===== src/rtl/ifu_prefetch.sv =====
// Instruction fetch unit: sequential PC generation, one outstanding valid/ready
// memory request, prefetch FIFO toward decode, and redirect-driven flush.
module ifu_prefetch #(
   parameter int unsigned           DATA_WIDTH = 32,
   parameter int unsigned           ADDR_WIDTH = 32,
   parameter logic [ADDR_WIDTH-1:0] RESET_PC   = 32'h8000_0000,
   parameter int unsigned           FIFO_DEPTH = 4,
   parameter logic [DATA_WIDTH-1:0] NOP_INST   = 32'h0000_0013
) (
   input  logic                  clk,
   input  logic                  rst,
   output logic                  imem_req_valid,
   input  logic                  imem_req_ready,
   output logic [ADDR_WIDTH-1:0] imem_req_addr,
   input  logic                  imem_resp_valid,
   input  logic [DATA_WIDTH-1:0] imem_resp_data,
   input  logic                  redirect_valid,
   input  logic [ADDR_WIDTH-1:0] redirect_pc,
   output logic                  inst_valid,
   input  logic                  inst_ready,
   output logic [DATA_WIDTH-1:0] inst,
   output logic [ADDR_WIDTH-1:0] inst_pc
);

   localparam int unsigned           PTR_W     = $clog2(FIFO_DEPTH);
   localparam int unsigned           CNT_W     = PTR_W + 1;
   localparam logic [ADDR_WIDTH-1:0] PC_STEP   = ADDR_WIDTH'(DATA_WIDTH / 8);
   localparam logic [CNT_W-1:0]      DEPTH_CNT = CNT_W'(FIFO_DEPTH);

   typedef enum logic [1:0] {
      S_FETCH,
      S_WAIT,
      S_DROP_REQ,
      S_DROP_WAIT
   } state_e;

   state_e                state_q, state_d;
   logic [ADDR_WIDTH-1:0] pc_q, pc_d;
   logic [ADDR_WIDTH-1:0] stale_addr_q, stale_addr_d;
   logic [CNT_W-1:0]      count_q, count_d;
   logic [PTR_W-1:0]      wr_ptr_q, wr_ptr_d;
   logic [PTR_W-1:0]      rd_ptr_q, rd_ptr_d;
   logic [DATA_WIDTH-1:0] data_mem_q [FIFO_DEPTH];
   logic [ADDR_WIDTH-1:0] pc_mem_q   [FIFO_DEPTH];

   logic fifo_empty;
   logic not_full;
   logic req_valid;
   logic req_hs;
   logic push;
   logic pop;

   assign fifo_empty = (count_q == '0);
   assign not_full   = (count_q < DEPTH_CNT);

   // Request valid depends only on registered state, so it cannot glitch with ready.
   assign req_valid      = !rst && ((state_q == S_DROP_REQ) || ((state_q == S_FETCH) && not_full));
   assign imem_req_valid = req_valid;
   assign imem_req_addr  = (state_q == S_DROP_REQ) ? stale_addr_q : pc_q;
   assign req_hs         = req_valid && imem_req_ready;

   assign inst_valid = !rst && !fifo_empty;
   assign inst       = fifo_empty ? NOP_INST : data_mem_q[rd_ptr_q];
   assign inst_pc    = fifo_empty ? '0 : pc_mem_q[rd_ptr_q];
   assign pop        = inst_valid && inst_ready;

   // NOTE: every output of a combinational block gets a default first so no latch is inferred.
   always_comb begin
      state_d      = state_q;
      pc_d         = pc_q;
      stale_addr_d = stale_addr_q;
      push         = 1'b0;
      unique case (state_q)
         S_FETCH: begin
            if (redirect_valid) begin
               if (req_hs) begin
                  state_d = S_DROP_WAIT;
               end else if (req_valid) begin
                  state_d      = S_DROP_REQ;
                  stale_addr_d = pc_q;
               end
            end else if (req_hs) begin
               state_d = S_WAIT;
            end
         end
         S_WAIT: begin
            if (redirect_valid) begin
               state_d = imem_resp_valid ? S_FETCH : S_DROP_WAIT;
            end else if (imem_resp_valid) begin
               push    = 1'b1;
               pc_d    = pc_q + PC_STEP;
               state_d = S_FETCH;
            end
         end
         S_DROP_REQ: begin
            if (imem_req_ready) state_d = S_DROP_WAIT;
         end
         S_DROP_WAIT: begin
            if (imem_resp_valid) state_d = S_FETCH;
         end
         default: state_d = S_FETCH;
      endcase
      if (redirect_valid) pc_d = redirect_pc;
   end

   always_comb begin
      wr_ptr_d = wr_ptr_q;
      rd_ptr_d = rd_ptr_q;
      count_d  = count_q;
      if (redirect_valid) begin
         wr_ptr_d = '0;
         rd_ptr_d = '0;
         count_d  = '0;
      end else begin
         if (push) wr_ptr_d = wr_ptr_q + PTR_W'(1);
         if (pop)  rd_ptr_d = rd_ptr_q + PTR_W'(1);
         if (push && !pop)      count_d = count_q + CNT_W'(1);
         else if (!push && pop) count_d = count_q - CNT_W'(1);
      end
   end

   // NOTE: sequential state uses non-blocking assignments so all registers update together.
   always_ff @(posedge clk) begin
      if (rst) begin
         state_q      <= S_FETCH;
         pc_q         <= RESET_PC;
         stale_addr_q <= RESET_PC;
         count_q      <= '0;
         wr_ptr_q     <= '0;
         rd_ptr_q     <= '0;
      end else begin
         state_q      <= state_d;
         pc_q         <= pc_d;
         stale_addr_q <= stale_addr_d;
         count_q      <= count_d;
         wr_ptr_q     <= wr_ptr_d;
         rd_ptr_q     <= rd_ptr_d;
      end
   end

   // NOTE: FIFO storage is not reset; count_q alone decides which entries are valid.
   always_ff @(posedge clk) begin
      if (push) begin
         data_mem_q[wr_ptr_q] <= imem_resp_data;
         pc_mem_q[wr_ptr_q]   <= pc_q;
      end
   end

endmodule


===== config.mk =====
export PLATFORM = sky130hd
export DESIGN_NAME = ifu_prefetch
export DESIGN_NICKNAME = d
export VERILOG_FILES = /design/src/rtl/ifu_prefetch.sv
export SDC_FILE = /design/constraint.sdc
export NUM_CORES = 1
export LEC_CHECK = 0
export CAP_MARGIN = 20
export CORE_UTILIZATION = 60
export CTS_CLUSTER_SIZE = 14
export DETAILED_ROUTE_END_ITERATION = 8
export GPL_TIMING_DRIVEN = 0
export HOLD_SLACK_MARGIN = 0.06
export PLACE_DENSITY = 0.95
export SLEW_MARGIN = 25
export SYNTH_ARGS = -nofsm -noshare
export SYNTH_HDL_FRONTEND = slang
export SYNTH_SLANG_ARGS = --single-unit

===== constraint.sdc =====
create_clock -name clk -period 6.53 [get_ports clk]
set_clock_uncertainty 0.05 [all_clocks]
set_input_delay 0.653 -clock clk [delete_from_list [all_inputs] [get_ports clk]]
set_output_delay 0.653 -clock clk [all_outputs]
set_load 0.005 [all_outputs]

==> out/metrics.cfg <==
[place]
gp_congestion = 0.8353
place_hpwl_um = 19270
post-place-cells = 1325
portBuffers = 167

[synthesis]
synth_seq_cells = 331
synth_edf_count = 256
syn_area_per_cell_um2 = 15.58
ys_async_sr_fraction_pct = 0
synth-compound-area-share_pct = 2.453
syn_area_um2 = 13620
yosysSeqAreaShare_pct = 67.47
synth_fa_ha_area_share_pct = 0.6982
synth_xor_area_share_pct = 1.994
yosys_warnings = 0
syn_nets = 951
ys_types = 46
netlist_instances = 874
yosys.area_share.simple_pct = 11.27
synth_top_family_by_area = multiplexers
synth.area.mux_share_pct = 13.87
synth_top_flop_cell = edfxtp_1

[sta]
min_period_over_period_pct = 56.69
rsz0062_at_grt = false
fin_crit_ns = 3.702
finalSetupViolations = 0
slew_headroom_pct = 46.67
max_freq_mhz = 270.1
max_slew.worst_pin.slew_ns = 0.7938
tns_ns = 0
hold_viol = 0
drv_slew = 0

[cells_and_area]
final_common_cell = edfxtp_1
seq_area_um2 = 9189
fill_cells = 1233
area_growth_syn_to_layout_pct = 24.00
multi_input_area_um2 = 4135
drive_gt1_share_pct = 16.35
final_cell_mix = 256 x edfxtp_1, 167 x clkdlybuf4s50_1, 78 x nand2_1, 75 x dfxtp_1
num_antenna_cells = 0
fin_util_pct = 76.67
nNetsFinal = 1158
instances_no_fill = 1387

[grt]
grt.met1_usage_pct = 36.10
met3_usage_pct = 4.238
grt_antenna_before_repair = 0
top_usage_layer = met2
grt_first_pass_wirelength_um = 47490
met2_usage_pct = 45.67
grt-ovfl-total = 0
track_usage_pct = 26.88
grt_max_degree = 42
grt_pass1_vias = 8340

[critical_path]
critPathSlowestCell = clkbuf_1
cp-start-kind = flip-flop
crit_type = reg -> out
worstPathRequired_ns = 5.83
cpPeakStageDelay_ns = 0.55
crit_fanout = 10
crit_chain = clkbuf_1, clkbuf_1, mux4_2, and2_1, clkdlybuf4s50_1
path_common_cell = clkbuf_1
end_kind = output port
critPathArrivalTime_ns = 3.00

[drt]
vias = 8396
wl_per_cell_um = 22.22
vias_per_cell = 6.053
routed_wl_um = 30830
ant_nets = 0
drt_pass1_iterations = 9
drc = 11
drtIter0Drc = 926

[clock_network]
cts_tree = built
clk_path_buf_depth = 3
cts_buffers = 34
cts_resized = 0
cts.hold.buffers_added = 0
clock-sinks = 331
cts_setup_buffers = 0
cts-root-buf = clkbuf_16
clock_latency_ns = 0.51
clk_pin_slew_worst_paths_ns = 0.06
cts_htree_levels = 2

[pwr]
power.density_nw_per_um2 = 268.4
p_leak_nw = 5.855
vdd_drop_max_mv = 0.1836

[floorplan]
initial_core_util_pct = 61.83
die_area_um2 = 23310
io_pins = 168
die-width_um = 152.7
dieHeight_um = 152.7
rows = 54
core_um2 = 22030

[run_status]
violations = DRC
status = finished with violations

[job]
cap_violations = 0

[min_path]
hold_path.class = reg -> reg

[layout make-up]
| type | count | area share [%] |
|---|---|---|
| Clock buffer | 49 | 5.987 |
| Tap cell | 280 | 2.075 |
| Sequential cell | 331 | 54.41 |
| Multi-Input combinational cell | 467 | 24.49 |
| Buffer | 52 | 1.274 |
| Timing Repair Buffer | 171 | 10.55 |
| Inverter | 24 | 0.5335 |
| Clock inverter | 13 | 0.6816 |
[logic make-up (layout without fill, tap and decap cells)]
kind of cell	Yosys count	after routing
buffers and inverters	76	309
adders and majority gates	7	7
xor gates and xnor gates	31	31
and+or+nand+nor	269	269
AOI/OAI and AO/OA	55	55
muxes	105	105
DFF	331	331
[sequential cells by signal, summed over array words and instances (netlist names), named ones only]
register      count
count_q           3
data_mem_q      128
pc_mem_q        128
pc_q             32
rd_ptr_q          2
stale_addr_q     32
state_q           2
wr_ptr_q          2
[Yosys cell counts, drive strengths merged (4+ instances only)]
cell type	instances	area share (%)
nor2	27	0.74
o21ai	8	0.29
and3	4	0.18
nand4	12	0.66
clkbuf	39	1.1
edfxtp	256	56
nand3b	32	1.9
a21oi	25	0.92
ha	6	0.55
or2	5	0.23
mux2i	11	0.81
buf	13	0.51
inv	24	0.66
xnor2	20	1.3
nor4	4	0.45
nor2b	5	0.23
mux4	64	11
nor3	10	0.48
dfxtp	75	11
and2	68	3.1
nand2	78	2.1
nand3	15	0.59
mux2	30	2.5
o21a	17	0.94
xor2	11	0.71
[worst max-delay path, delay by kind of cell, from the launching register on]
kind | cells | cell delay, ns
buffers and inverters | 3 | 1.57
DFF | 1 | 0.31
muxes | 1 | 0.42
and+or+nand+nor | 1 | 0.18
[metrics by stage]
| step | instance area (um^2) | hold WS (ns) | setup slack (ns) | power [mW] |
|---|---|---|---|---|
| after floorplan | 13620 | 0.3960 | 3.386 | 2.481 |
| after global placement | 15640 | 0.4050 | 1.562 | 2.619 |
| after detailed placement | 15760 | 0.4103 | 2.944 | 2.630 |
| after CTS | 16890 | 0.4229 | 2.759 | 4.546 |
| after global routing | 16890 | 0.4353 | 2.668 | 4.642 |
| final | 16890 | 0.4232 | 2.828 | 4.532 |
[worst paths after layout]
kind	slack [ns]	end	depth (start not counted)	start
max	2.83	inst_pc[15]	5	flip-flop
max reg2reg	3.70	count_q[2]$_SDFFE_PP0P_	10	count_q[2]$_SDFFE_PP0P_
min reg2reg	0.42	stale_addr_q[12]$_SDFFE_PP0P_	2	stale_addr_q[12]$_SDFFE_PP0P_
min	0.42	stale_addr_q[12]$_SDFFE_PP0P_	2	stale_addr_q[12]$_SDFFE_PP0P_
[power by group]
part           internal, mW  leakage (nW)  total, mW  switching, mW
Clock                  1.16         0.557       1.94          0.777
Sequential             2.30          2.96       2.34         0.0419
Combinational         0.142          2.34      0.258          0.116
Total                  3.60          5.85       4.53          0.935
[metal layers]
| layer | routed length, um | vias to the layer above |
|---|---|---|
| li1 | - | 3678 |
| met1 | 11930 | 4172 |
| met2 | 15440 | 476 |
| met3 | 2714 | 70 |
| met4 | 737 | 0 |
| met5 | 0 | - |
(Power assumes the default switching activity.)
